**config.mk**
```make
export PLATFORM = sky130hd
export DESIGN_NAME = stopwatch_ctrl_flat
export DESIGN_NICKNAME = d
export VERILOG_FILES = /design/src/rtl/stopwatch_ctrl_pkg.sv /design/src/rtl/stopwatch_ctrl_if.sv /design/src/rtl/stopwatch_ctrl_bcd_mod_counter.sv /design/src/rtl/stopwatch_ctrl.sv /design/src/flat_wrapper.sv
export SDC_FILE = /design/constraint.sdc
export NUM_CORES = 1
export LEC_CHECK = 0
export CELL_PAD_IN_SITES_DETAIL_PLACEMENT = 1
export CELL_PAD_IN_SITES_GLOBAL_PLACEMENT = 2
export CORE_MARGIN = 2
export CORE_UTILIZATION = 30
export CTS_BUF_LIST = sky130_fd_sc_hd__clkbuf_16
export CTS_CLUSTER_SIZE = 16
export DETAILED_ROUTE_END_ITERATION = 8
export PLACE_DENSITY = 0.86
export SYNTH_ARGS = -nofsm -noshare
export SYNTH_HDL_FRONTEND = slang
export SYNTH_SLANG_ARGS = --single-unit
export TNS_END_PERCENT = 10
```
**constraint.sdc**
```tcl
create_clock -name CLK_50_MHz -period 1.6 [get_ports CLK_50_MHz]
set_input_delay 0.32 -clock CLK_50_MHz [delete_from_list [all_inputs] [get_ports CLK_50_MHz]]
set_output_delay 0.32 -clock CLK_50_MHz [all_outputs]
set_load 0.1 [all_outputs]
```
**src/rtl/stopwatch_ctrl_pkg.sv**
```systemverilog
// stopwatch_pkg: shared types and constants for the stopwatch control core.
//   state_e      - control FSM state (IDLE, RUN, PAUSE, LAP), 2 bits
//   bcd_t        - one 4-bit BCD digit
//   CS_MAX/SEC_MAX - centisecond and second wrap points
//   *_LSB        - bit offsets of each digit inside the 24-bit display word
//   bin2bcd2()   - turns a 0..99 constant into its two-digit BCD form
package stopwatch_pkg;

  typedef enum logic [1:0] {
    IDLE  = 2'd0,
    RUN   = 2'd1,
    PAUSE = 2'd2,
    LAP   = 2'd3
  } state_e;

  typedef logic [3:0] bcd_t;

  localparam int CS_MAX  = 99;
  localparam int SEC_MAX = 59;
  localparam int DISP_W  = 24;

  // disp_bcd = {min10, min1, sec10, sec1, cs10, cs1}
  localparam int MIN10_LSB = 20;
  localparam int MIN1_LSB  = 16;
  localparam int SEC10_LSB = 12;
  localparam int SEC1_LSB  = 8;
  localparam int CS10_LSB  = 4;
  localparam int CS1_LSB   = 0;

  function automatic logic [7:0] bin2bcd2(input int v);
    bin2bcd2 = {4'(v / 10), 4'(v % 10)};
  endfunction

endpackage

```
**src/rtl/stopwatch_ctrl_if.sv**
```systemverilog
// stopwatch_ctrl_if: bundles the stopwatch core's functional signals.
//   tick_100Hz  - 10 ms single-cycle pulse from the divider (into core)
//   btn_ss      - start/stop button level, debounced (into core)
//   btn_lr      - lap/reset button level, debounced (into core)
//   div_reset_n - active-low synchronous reset back to the divider
//   disp_bcd    - 6-digit BCD display word
//   running     - high in RUN or LAP
//   lap_active  - high in LAP
//   overflow    - one-cycle pulse on rollover/saturation
// slave modport is the core's view, master the driver/observer's view.
interface stopwatch_ctrl_if;
  logic        tick_100Hz;
  logic        btn_ss;
  logic        btn_lr;
  logic        div_reset_n;
  logic [23:0] disp_bcd;
  logic        running;
  logic        lap_active;
  logic        overflow;

  modport slave (
    input  tick_100Hz, btn_ss, btn_lr,
    output div_reset_n, disp_bcd, running, lap_active, overflow
  );

  modport master (
    output tick_100Hz, btn_ss, btn_lr,
    input  div_reset_n, disp_bcd, running, lap_active, overflow
  );
endinterface

```
**src/rtl/stopwatch_ctrl_bcd_mod_counter.sv**
```systemverilog
// bcd_mod_counter: two-digit BCD counter wrapping 0..MOD_MAX.
//   CLK_50_MHz - clock
//   reset_n    - synchronous active-low reset
//   clr_i      - synchronous clear (wins over inc_i)
//   inc_i      - advance by one
//   hi_o/lo_o  - tens / units digit
//   at_max_o   - value currently equals MOD_MAX
//   carry_o    - inc_i while at MOD_MAX (next digit pair should advance)
module bcd_mod_counter
  import stopwatch_pkg::*;
#(
  parameter int MOD_MAX = 99
) (
  input  logic CLK_50_MHz,
  input  logic reset_n,
  input  logic clr_i,
  input  logic inc_i,
  output bcd_t hi_o,
  output bcd_t lo_o,
  output logic at_max_o,
  output logic carry_o
);

  localparam logic [7:0] MAX_BCD = bin2bcd2(MOD_MAX);

  bcd_t hi_q, hi_d, lo_q, lo_d;
  logic at_max;

  assign at_max = ({hi_q, lo_q} == MAX_BCD);

  always_comb begin
    hi_d = hi_q;
    lo_d = lo_q;
    if (clr_i) begin
      hi_d = '0;
      lo_d = '0;
    end else if (inc_i) begin
      if (at_max) begin
        hi_d = '0;
        lo_d = '0;
      end else if (lo_q == 4'd9) begin
        hi_d = hi_q + 4'd1;
        lo_d = '0;
      end else begin
        lo_d = lo_q + 4'd1;
      end
    end
  end

  always_ff @(posedge CLK_50_MHz) begin
    if (!reset_n) begin
      hi_q <= '0;
      lo_q <= '0;
    end else begin
      hi_q <= hi_d;
      lo_q <= lo_d;
    end
  end

  assign hi_o     = hi_q;
  assign lo_o     = lo_q;
  assign at_max_o = at_max;
  assign carry_o  = inc_i & at_max;

endmodule

```
**src/rtl/stopwatch_ctrl.sv**
```systemverilog
// stopwatch_ctrl: control FSM and MM:SS.cc time-keeping core.
//   CLK_50_MHz - system clock
//   reset_n    - synchronous active-low reset
//   bus        - stopwatch_ctrl_if.slave (tick, buttons, divider reset,
//                display word, status flags, overflow pulse)
// Parameters: MAX_MIN (top minute value, <= 99), DIV_RST_CYCLES (>= 1,
// length of the divider reset pulse issued on a start from IDLE).
// Build option STOPWATCH_SAT_EN: saturate at MAX_MIN:59.99 and drop to
// PAUSE instead of wrapping to 00:00.00.
module stopwatch_ctrl
  import stopwatch_pkg::*;
#(
  parameter int MAX_MIN        = 59,
  parameter int DIV_RST_CYCLES = 2
) (
  input  logic             CLK_50_MHz,
  input  logic             reset_n,
  stopwatch_ctrl_if.slave  bus
);

  localparam int DCW = (DIV_RST_CYCLES > 1) ? $clog2(DIV_RST_CYCLES) : 1;

  state_e          state_q;
  logic            btn_ss_q, btn_lr_q;
  logic            div_rst_n_q;
  logic [DCW-1:0]  div_cnt_q;
  logic            running_q, lap_active_q, overflow_q;
  logic [DISP_W-1:0] lap_reg_q, disp_q;

  logic ss_edge, lr_edge, cnt_tick, clr_cnt, all_max, ovf_evt, cs_inc;
  bcd_t cs_hi, cs_lo, sec_hi, sec_lo, min_hi, min_lo;
  logic cs_max, sec_max, min_max, cs_carry, sec_carry, min_carry;
  logic [DISP_W-1:0] count_w;

  // Start/stop has priority: a simultaneous lap/reset edge is discarded.
  assign ss_edge = bus.btn_ss & ~btn_ss_q;
  assign lr_edge = bus.btn_lr & ~btn_lr_q & ~ss_edge;

  // Uses the pre-transition state, so a tick landing with a stop edge counts.
  assign cnt_tick = bus.tick_100Hz & div_rst_n_q &
                    ((state_q == RUN) | (state_q == LAP));
  assign clr_cnt  = (state_q == PAUSE) & lr_edge;
  assign all_max  = cs_max & sec_max & min_max;

`ifdef STOPWATCH_SAT_EN
  assign cs_inc = cnt_tick & ~all_max;
`else
  assign cs_inc = cnt_tick;
`endif
  // Wrapping: min_carry fires on the rollover tick. Saturating: min_carry
  // can never fire, the held-at-max tick is what counts.
  assign ovf_evt = min_carry | (cnt_tick & all_max);

  bcd_mod_counter #(.MOD_MAX(CS_MAX)) u_cs (
    .CLK_50_MHz(CLK_50_MHz), .reset_n(reset_n), .clr_i(clr_cnt),
    .inc_i(cs_inc), .hi_o(cs_hi), .lo_o(cs_lo),
    .at_max_o(cs_max), .carry_o(cs_carry)
  );

  bcd_mod_counter #(.MOD_MAX(SEC_MAX)) u_sec (
    .CLK_50_MHz(CLK_50_MHz), .reset_n(reset_n), .clr_i(clr_cnt),
    .inc_i(cs_carry), .hi_o(sec_hi), .lo_o(sec_lo),
    .at_max_o(sec_max), .carry_o(sec_carry)
  );

  bcd_mod_counter #(.MOD_MAX(MAX_MIN)) u_min (
    .CLK_50_MHz(CLK_50_MHz), .reset_n(reset_n), .clr_i(clr_cnt),
    .inc_i(sec_carry), .hi_o(min_hi), .lo_o(min_lo),
    .at_max_o(min_max), .carry_o(min_carry)
  );

  assign count_w = {min_hi, min_lo, sec_hi, sec_lo, cs_hi, cs_lo};

  always_ff @(posedge CLK_50_MHz) begin
    if (!reset_n) begin
      state_q      <= IDLE;
      btn_ss_q     <= 1'b1;  // a button held through reset yields no edge
      btn_lr_q     <= 1'b1;
      div_rst_n_q  <= 1'b1;
      div_cnt_q    <= '0;
      running_q    <= 1'b0;
      lap_active_q <= 1'b0;
      overflow_q   <= 1'b0;
      lap_reg_q    <= '0;
      disp_q       <= '0;
    end else begin
      btn_ss_q   <= bus.btn_ss;
      btn_lr_q   <= bus.btn_lr;
      overflow_q <= ovf_evt;
      disp_q     <= (state_q == LAP) ? lap_reg_q : count_w;

      if (!div_rst_n_q) begin
        if (div_cnt_q == '0) div_rst_n_q <= 1'b1;
        else                 div_cnt_q   <= div_cnt_q - 1'b1;
      end

      unique case (state_q)
        IDLE: if (ss_edge) begin
          state_q     <= RUN;
          running_q   <= 1'b1;
          div_rst_n_q <= 1'b0;
          div_cnt_q   <= DCW'(DIV_RST_CYCLES - 1);
        end
        RUN: if (ss_edge) begin
          state_q   <= PAUSE;
          running_q <= 1'b0;
        end else if (lr_edge) begin
          state_q      <= LAP;
          lap_active_q <= 1'b1;
          lap_reg_q    <= count_w;
        end
        LAP: if (ss_edge) begin
          state_q      <= PAUSE;
          running_q    <= 1'b0;
          lap_active_q <= 1'b0;
        end else if (lr_edge) begin
          state_q      <= RUN;
          lap_active_q <= 1'b0;
        end
        PAUSE: if (ss_edge) begin
          state_q   <= RUN;  // divider phase kept
          running_q <= 1'b1;
        end else if (lr_edge) begin
          state_q <= IDLE;
        end
        default: state_q <= IDLE;
      endcase

`ifdef STOPWATCH_SAT_EN
      if (ovf_evt) begin
        state_q      <= PAUSE;
        running_q    <= 1'b0;
        lap_active_q <= 1'b0;
      end
`endif
    end
  end

  assign bus.div_reset_n = div_rst_n_q;
  assign bus.disp_bcd    = disp_q;
  assign bus.running     = running_q;
  assign bus.lap_active  = lap_active_q;
  assign bus.overflow    = overflow_q;

endmodule

```
**src/flat_wrapper.sv**
```systemverilog
// flat-port wrapper written by rule: the top's interface ports become plain ports
module stopwatch_ctrl_flat import stopwatch_pkg::*;
#(
  parameter int MAX_MIN        = 59,
  parameter int DIV_RST_CYCLES = 2
)
  (CLK_50_MHz, reset_n, bus_tick_100Hz, bus_btn_ss, bus_btn_lr, bus_div_reset_n, bus_disp_bcd, bus_running, bus_lap_active, bus_overflow);
  stopwatch_ctrl_if bus_i ();
  input  logic CLK_50_MHz;
  input  logic reset_n;
  input wire logic [$bits(bus_i.tick_100Hz)-1:0] bus_tick_100Hz;
  input wire logic [$bits(bus_i.btn_ss)-1:0] bus_btn_ss;
  input wire logic [$bits(bus_i.btn_lr)-1:0] bus_btn_lr;
  output wire logic [$bits(bus_i.div_reset_n)-1:0] bus_div_reset_n;
  output wire logic [$bits(bus_i.disp_bcd)-1:0] bus_disp_bcd;
  output wire logic [$bits(bus_i.running)-1:0] bus_running;
  output wire logic [$bits(bus_i.lap_active)-1:0] bus_lap_active;
  output wire logic [$bits(bus_i.overflow)-1:0] bus_overflow;
  assign bus_i.tick_100Hz = bus_tick_100Hz;
  assign bus_i.btn_ss = bus_btn_ss;
  assign bus_i.btn_lr = bus_btn_lr;
  assign bus_div_reset_n = bus_i.div_reset_n;
  assign bus_disp_bcd = bus_i.disp_bcd;
  assign bus_running = bus_i.running;
  assign bus_lap_active = bus_i.lap_active;
  assign bus_overflow = bus_i.overflow;
  stopwatch_ctrl #(.MAX_MIN(MAX_MIN), .DIV_RST_CYCLES(DIV_RST_CYCLES)) u_core (.CLK_50_MHz(CLK_50_MHz), .reset_n(reset_n), .bus(bus_i));
endmodule
```
==> results by stage, run 1 <==
Outcome:
- The run finished, with violations left.
- The final reports fail on negative setup slack.

Placement:
- Port buffering added 32 buffers.
- After detailed placement, the design holds a cell count of 611.
- OpenSTA, run right after detailed placement, puts the worst setup slack at -0.468 ns.
- The estimated wirelength of the detail-placed design is between 6000 and 7000 µm.
- Routability-driven placement finished with a final weighted congestion of roughly 0.83.

Layout:
- The share of final-layout standard cells stronger than drive strength 1 is 0.309.
- The combined flip-flop and latch cell area is around 0.0016 mm².
- The number of fill cells in the layout is 1218.
- After the last flow step, the layout net total stands at 512.
- The multi-input gate area in the final layout is about 0.0017 mm².
- 0 antenna diodes ended up in the layout.
- The library cell used most frequently in the layout, excluding fill and tap cells, is sky130_fd_sc_hd__nand2_1.
- The area growth from synthesis to layout is 51.5%.
- Leaving out fill and tap cells, the most frequent cells in the layout are sky130_fd_sc_hd__nand2_1, sky130_fd_sc_hd__dfxtp_1, sky130_fd_sc_hd__buf_4.
- The filler-free cell count of the finished design is about 640.

Power:
- Of the total power, the clock network draws 0.470.
- The worst IR drop on VDD is 453 µV.
- Internal power comes to between 0.003 and 0.004 W.
- In this run the power density over the cells is 857 mW/mm².
- The combinational power share is 0.054.
- The proportion of power drawn by flip-flops and latches is 0.475.
- For this design the static power due to leakage is between 1.5 and 2 nW.
- The power spent charging and discharging nets is just under 0.001 W.
- The proportion of total power due to net switching is 0.227.

Drt:
- The DRC violation count after routing is 0.
- The detail route stage leaves a number of antenna-violating nets equal to 0.
- Using the TritonRoute via totals, the vias-per-cell ratio works out to approximately 5.0.
- The detailed router's first-iteration violation count is 97.
- Across all layers, the routed design uses ~3200 vias.
- The detail-routed net length per standard cell is ~16 µm.
- The pre-antenna-repair detailed-routing pass consisted of 4 iterations.
- After detailed routing, the total wire length is ~9900 µm.

Clocking:
- The clock transition at the registers of the reported paths is around 0.06 ns.
- In this run the clock root is driven by a sky130_fd_sc_hd__clkbuf_16.
- Counting every sink on the clock net gives 81.
- The later pin in the worst-skew pair is clocked with a latency of 0.34 ns.
- TritonCTS created 9 clock buffers.
- No sink is reached through more buffers than the 2 on the longest clock path.
- The clock tree synthesis step divided the H-tree into 3 levels.
- The clock tree from TritonCTS is done.

Synth:
- The share of synthesized area in the top cell type comes to 0.490.
- Counting flops and latches in the post-synthesis netlist gives between 80 and 90.
- Yosys mapped the design onto 41 distinct sky130hd cell types.
- The sequential share of the synthesized area is 0.490.
- The number of flops mapped to enable cells by yosys is 0.
- The number of cells produced by synthesis is 400.
- The most used flip-flop cell after synthesis is sky130_fd_sc_hd__dfxtp_1.
- In the post-synthesis netlist, the biggest area contributors are sky130_fd_sc_hd__dfxtp_1, sky130_fd_sc_hd__nand2_1, sky130_fd_sc_hd__a21oi_1.
- The post-synthesis net count is 417.
- Summed over all instances, the cell type with the most area after synthesis is sky130_fd_sc_hd__dfxtp_1.
- After synthesis the cells add up to around 0.0033 mm².
- During synthesis, Yosys emitted a total of 0 warnings.
- Averaged over all synthesized cells, the footprint is 8.27 µm².
- For this run, asynchronously set or reset flops after synthesis account for 0.

Floorplanning:
- Pin placement for this block handled 33 I/O pins.
- The core area is roughly 0.011 mm².
- In this run the horizontal extent of the chip is about 110 µm.
- The die height is between 100 and 150 µm.
- For this configuration, the core starts out at a cell density of 0.306.
- The number of rows in the core area is 38.
- The floorplan step defined a die boundary enclosing 0.0119 mm².

STA:
- The clock arrives with approximately 0.009 ns of skew.
- The count of endpoints failing hold in the final timing report came to 0.
- Setup repair after global routing could not meet its margin everywhere.
- Across all setup checks in the final design, the least slack found is -0.204 ns.
- The setup-violating endpoint count in the final report is 12.
- The measured slew at the worst slew-check pin is 0.338 ns.
- The max-slew violation total from the final report is 0.
- The headroom to the max-slew limit is 0.774.
- The period utilization is 1.13.
- Timing would allow up to 554 MHz.
- After layout, the minimum clock period comes to ~1.8 ns.

Setup path:
- STA classifies the critical path endpoint as a flop.
- By startpoint and endpoint, the worst setup path is classified as reg -> reg.
- Walking the worst path, the cells encountered are inv_2 -> ha_4 -> and3b_2 -> buf_6 -> nand4_4 -> or4b_4 -> a21oi_2.
- STA puts the critical path data arrival time at 2.07 ns.
- The required time at the worst-slack endpoint is between 1.5 and 2 ns.
- For this design, the slowest cell found on the critical path is sky130_fd_sc_hd__or4b_4.
- The highest net fanout along the worst path is 5.
- The longest individual stage delay on the worst path is around 0.57 ns.
- The worst setup path is launched from a flop.

GRT:
- The initial antenna violation count is 0.
- The global-route wire length before repair is ~16000 µm.
- Entering global routing, the biggest net connects 31 pins.
- The remaining global-route overflow is 0.
- The via count of the first global-routing pass is between 3000 and 4000.
- For this run, the total global-route usage over all layers was measured as 0.174.

Worst hold path:
- The worst hold path belongs to the class reg -> reg.

Flow run:
- The max-cap violation count is 0.
-- cell usage after synthesis (2+ instances only) --
cell and instances:
sky130_fd_sc_hd__nand2_1 109, sky130_fd_sc_hd__or4_1 6, sky130_fd_sc_hd__nand3b_1 3, sky130_fd_sc_hd__a31oi_1 2
sky130_fd_sc_hd__o31ai_1 4, sky130_fd_sc_hd__a211oi_1 2, sky130_fd_sc_hd__and3b_2 4, sky130_fd_sc_hd__buf_2 5
sky130_fd_sc_hd__clkbuf_1 11, sky130_fd_sc_hd__o21ai_0 10, sky130_fd_sc_hd__inv_1 9, sky130_fd_sc_hd__nand4_1 4
sky130_fd_sc_hd__or3_1 6, sky130_fd_sc_hd__xnor2_1 2, sky130_fd_sc_hd__nor2b_1 3, sky130_fd_sc_hd__and3b_1 2
sky130_fd_sc_hd__dfxtp_1 81, sky130_fd_sc_hd__xor2_1 2, sky130_fd_sc_hd__nor3_1 7, sky130_fd_sc_hd__nand2b_1 5
sky130_fd_sc_hd__nand3_1 7, sky130_fd_sc_hd__nor4_1 2, sky130_fd_sc_hd__nor2_1 18, sky130_fd_sc_hd__ha_1 12
sky130_fd_sc_hd__a21oi_1 68
-- area by class of cell --
cell class | count | area share
repair buffers | 102 | 0.236
inverters | 10 | 0.00749
well taps | 140 | 0.0350
multi-input cells | 291 | 0.338
clock inverters | 6 | 0.0120
flip-flops and latches | 81 | 0.326
clock buffers | 9 | 0.0450
-- logic make-up after synthesis --
logic type,after synthesis,synth area share
compound gates,90,0.146
xor+xnor,4,0.0106
fa+ha+maj,12,0.0454
buf+inv,30,0.0435
flops,81,0.490
simple gates,183,0.264
-- registers in the layout, indices dropped and copies added (netlist names) --
name	count
u_core.btn_ss_q	1
u_core.div_cnt_q	1
u_core.state_q	2
u_core.u_cs.hi_o	4
u_core.bus.running	1
u_core.bus.overflow	1
u_core.lap_reg_q	24
u_core.btn_lr_q	1
u_core.u_sec.lo_o	4
u_core.u_cs.lo_o	4
u_core.bus.div_reset_n	1
u_core.bus.disp_bcd	24
u_core.u_sec.hi_o	4
u_core.bus.lap_active	1
u_core.u_min.hi_o	4
u_core.u_min.lo_o	4
-- power groups by stage --
stage | Sequential, W | Combinational (W) | Clock [W]
6_report | 0.00204 | 0.000232 | 0.00202
5_1_grt | 0.00204 | 0.000248 | 0.00215
4_1_cts | 0.00204 | 0.000230 | 0.00205
3_5_place_dp | 0.00208 | 0.000224 | 0
3_3_place_gp | 0.00208 | 0.000219 | 0
2_1_floorplan | 0.00213 | 0.0000745 | 0
-- critical path: cells and delay by family (launching register included) --
| family | cells | cell delay [ns] |
|---|---|---|
| buffers and inverters | 2 | 0.20 |
| adder cells (fa/ha/maj) | 1 | 0.13 |
| AND/OR/NAND/NOR | 3 | 0.94 |
| AO/OA/AOI/OAI | 1 | 0.14 |
| flip-flops | 1 | 0.33 |
-- final timing paths --
kind / startpoint / end / slack [ns] / depth (start not counted)
worst max-delay path: u_core.u_cs.hi_o[1] / u_core.u_min.hi_o[3] / -0.20 / 7
worst min-delay path: u_core.lap_reg_q[23] / u_core.lap_reg_q[23] / 0.45 / 2
worst max register to register: u_core.u_cs.hi_o[1] / u_core.u_min.hi_o[3] / -0.20 / 7
worst min register to register: u_core.lap_reg_q[23] / u_core.lap_reg_q[23] / 0.45 / 2
-- repair_timing --
| action | 4_1_cts | 5_1_grt |
|---|---|---|
| resized for setup | 25 | 13 |
| pin swaps | 13 | 8 |
| cloned | 2 | 0 |
| hold buffers | 0 | 0 |
| setup endpoints to repair | 12 | 19 |
| buffers inserted | 5 | 6 |
-- per-layer routing --
metal	wire, µm	GRT usage
met2	5330	0.324
met3	217	0.0317
met1	4260	0.201
met4	120	0.0549
met5	0	0
-- through the flow --
step	setup TNS, ns	hold WS [ns]	utilization	instance area (µm²)	total power [W]
3_3_place_gp	-10.64	0.440	0.415	4480	0.00230
5_1_grt	-2.71	0.476	0.464	5010	0.00444
4_1_cts	-0.716	0.456	0.455	4910	0.00432
6_report	-1.49	0.454	0.464	5010	0.00429
2_1_floorplan	-0.721	0.393	-	3330	0.00220
3_5_place_dp	-11.70	0.446	0.415	4480	0.00231
No activity file was read; power rests on OpenSTA's default activity.
==> inputs of run 2 (changes only) <==
--- a/config.mk
+++ b/config.mk
@@ -10,7 +10,6 @@
 export CORE_MARGIN = 2
 export CORE_UTILIZATION = 30
 export CTS_BUF_LIST = sky130_fd_sc_hd__clkbuf_16
-export CTS_CLUSTER_SIZE = 16
 export DETAILED_ROUTE_END_ITERATION = 8
 export PLACE_DENSITY = 0.86
 export SYNTH_ARGS = -nofsm -noshare
==> results of run 2 <==
Final layout, timing and power as in run 1 (identical DEF).
==> inputs of run 3 (changes only) <==
--- a/config.mk
+++ b/config.mk
@@ -12,6 +12,7 @@
 export CTS_BUF_LIST = sky130_fd_sc_hd__clkbuf_16
 export DETAILED_ROUTE_END_ITERATION = 8
 export PLACE_DENSITY = 0.86
+export REMOVE_ABC_BUFFERS = 1
 export SYNTH_ARGS = -nofsm -noshare
 export SYNTH_HDL_FRONTEND = slang
 export SYNTH_SLANG_ARGS = --single-unit
==> run 3 against run 2 <==
Effect of this change: the flow still finishes with violations (negative setup slack); via count fell by 2.1%; hold slack got worse by 0.0017 ns; sequential power about the same; core utilization down 1.0 points; clock skew is 0.0020 ns lower; power fell by 4.8%; first-iteration DRC count shrank 25%; count of clock-buffer cells in the layout did not move; clock power decreased by 9.9%; critical path type unchanged; critical endpoint is now u_core.u_min.lo_o[0]; largest cell class unchanged; largest power group unchanged; highest routed layer unchanged.
==> results by stage, run 3 (synthesis results as in run 1) <==
STA:
- The total negative setup slack is -0.632 ns (+0.857 ns).
- The measured slew at the worst slew-check pin is 0.303 ns (-0.0358 ns).
- The worst setup skew after layout is 0.00697 ns (-0.00200 ns).
- Setup repair after global routing could not meet its margin everywhere.
- The time the worst path needs with I/O delays and setup is 1.72 ns (-0.0850 ns).
- The setup-violating endpoint count in the final report is 10 (-2).
- The max-slew violation total from the final report is 0 (unchanged).
- The period utilization is 1.07 (-0.0531).
- The worst hold-check slack is 0.453 ns (-0.00168 ns).
- The count of endpoints failing hold in the final timing report is 0 (unchanged).
- The maximum operating frequency was 582 MHz (+4.9%).
- The least setup slack across all paths after layout is -0.119 ns (+0.0850 ns).
- The headroom to the max-slew limit is 0.797 (+0.0230).

Setup path:
- By startpoint and endpoint, the worst setup path is classified as reg -> reg.
- The data arrival at the endpoint of the critical path is 1.98 ns (-0.09 ns).
- The longest individual stage delay on the worst path is 0.37 ns (-0.20 ns).
- Traced cell by cell, the critical path runs through inv_2 -> ha_4 -> and3b_2 -> nand4_4 -> buf_6 -> or3_4 -> a21oi_4.
- The capturing element type of the critical path is a flop.
- The buffer and inverter count on the worst path is 2 (unchanged).
- In this design, the largest share of critical-path delay is due to simple AND/OR/NAND/NOR gates.
- The required time at the worst-slack endpoint is 1.87 ns (about the same).
- The worst setup path is launched from a flop.
- The highest net fanout along the worst path came to 5 (unchanged).
- The slowest stage of the critical path belongs to the cell sky130_fd_sc_hd__or3_4.

Drt:
- The number of vias after detailed routing came to 3101 (-2.1%).
- The via density per instance is 4.91 (-0.84%).
- The final wirelength came to 9530 µm (-4.1%).
- The number of nets with antenna violations after routing came to 0 (unchanged).
- The number of optimization iterations in the first detailed-route pass is 4 (unchanged).
- The detail-routed net length per standard cell is 15.1 µm (-2.9%).
- The detailed router's first-iteration violation count is 73 (-25%).
- The DRC violation count after routing is 0 (unchanged).

Clocking:
- The number of buffers added by the clock tree synthesis step was 9 (unchanged).
- The number of buffers inserted for hold repair after clock tree synthesis is 0 (unchanged).
- The clock transition at the registers of the reported paths was 0.06 ns (about the same).
- The cell chosen for the clock root is sky130_fd_sc_hd__clkbuf_16.
- The maximum level of the CTS H-tree came to 3 (unchanged).
- The clock latency of the later-clocked register in the worst-skew pair came to 0.34 ns (about the same).
- The TritonCTS sink count is 81 (unchanged).
- The maximum count of clock buffers along a single path is 2 (unchanged).
- The clock tree from TritonCTS is done.

Layout:
- The diode insertion count for antenna repair is 0 (unchanged).
- The area growth from synthesis to layout is 48.2%.
- The library cells used most frequently in the layout, excluding fill and tap cells, are sky130_fd_sc_hd__nand2_1, sky130_fd_sc_hd__dfxtp_1, sky130_fd_sc_hd__a21oi_1.
- The number of fill cells in the layout is 1246 (+2.3%).
- The share of final-layout standard cells stronger than drive strength 1 is 0.295 (-0.0133).
- The filler-free cell count of the finished design is 631 (-1.3%).
- The most common library cell in the layout ignoring fill and taps is sky130_fd_sc_hd__nand2_1.
- The net count reported at finish is 504 (-1.6%).

GRT:
- The largest net degree at the start of global routing was 53 (+71%).
- The remaining global-route overflow is 0 (unchanged).
- The overall fraction of global-route tracks in use is 0.175 (+0.000804).
- The global-route wire length before repair came to 16100 µm (unchanged).
- The via count of the first global-routing pass is 3359 (+0.39%).
- The initial antenna violation count is 0 (unchanged).

Placement:
- The count of buffers inserted at the top-level ports is 32 (unchanged).
- The number of placed cells counting well taps is 611 (unchanged).
- The routability-driven placement congestion ratio was 0.800 (-3.3%).
- The placement-stage worst setup slack came to -0.559 ns (-0.0909 ns).
- The estimated wirelength of the detail-placed design was 6400 µm (+1.6%).

Worst hold path:
- The worst hold path belongs to the class reg -> reg.

Floorplanning:
- The die height was 109 µm (unchanged).
- The die extent in x is 109 µm (unchanged).
- The starting utilization of the core area was 0.306 (unchanged).
- The count of pins on the block boundary is 33 (unchanged).
- The number of rows in the core area is 38 (unchanged).
- The core area is 0.0108 mm² (unchanged).
- The die footprint is 0.0119 mm² (unchanged).

Power:
- The total power after layout is 0.00408 W (-4.8%).
- The areal power density over the cells is 833 mW/mm² (-2.7%).
- The worst IR drop on VDD came to 443 µV (-2.1%).
- The static leakage came to 1.80 nW (-2.9%).

Flow run:
- The max-cap violation count came to 0 (unchanged).

Outcome:
- The flow ran to the end, but the final reports show violations.
- The checks that failed: negative setup slack.
[run 3: cell types whose count changed in the layout (fill, tap and decap cells not counted), sizes merged]
| cell | change |
|---|---|
| buf | -8 |
| inv | +1 |
| clkinv | +1 |
| bufinv | -1 |
| clkinvlp | -1 |
[run 3: what timing repair did]
item                                    CTS  global route
gates cloned                              2             0
resized for setup                        28            13
setup buffers                             3             0
pin swaps                                20             7
endpoints found under the setup margin   12            18
[run 3: path summary, 6_finish.rpt]
check,startpoint,end,slack (ns),cells past startpoint
max,u_core.u_cs.lo_o[1],u_core.u_min.lo_o[0],-0.12,7
min,u_core.lap_reg_q[16],u_core.bus.disp_bcd[16],0.45,2
max reg2reg,u_core.u_cs.lo_o[1],u_core.u_min.lo_o[0],-0.12,7
min reg2reg,u_core.lap_reg_q[16],u_core.bus.disp_bcd[16],0.45,2
[run 3: cell type report]
type	instances	area (µm²)	area share
Sequential cell	81	1630	0.332
Inverter	10	37.5	0.00766
Multi-Input combinational cell	291	1710	0.348
Clock buffer	9	225	0.0460
Timing Repair Buffer	94	1100	0.224
Tap cell	140	175	0.0357
Clock inverter	6	27.5	0.00562
[run 3: power by group]
part           switching [W]  internal [W]
Clock               0.000800       0.00102
Sequential         0.0000111       0.00203
Combinational       0.000135     0.0000878
Total               0.000947       0.00314
[run 3: routing by layer]
layer | wire length [µm] | vias to the layer above | GRT usage
met4 | 137 | 0 | 0.0852
met5 | 0 | - | 0
met2 | 4990 | 40 | 0.311
met3 | 219 | 9 | 0.0263
li1 | - | 1534 | -
met1 | 4180 | 1518 | 0.205
[run 3: through the flow]
step	cell area (µm²)	utilization
CTS	4850	0.450
floorplan	3200	-
global placement	4460	0.413
finish	4900	0.454
global route	4900	0.454
detailed placement	4460	0.413
[run 3: worst min-delay path: stages (launching register included)]
cell and delay [ns]:
sky130_fd_sc_hd__dfxtp_1 0.31, sky130_fd_sc_hd__nand2_1 0.05, sky130_fd_sc_hd__a21oi_1 0.05
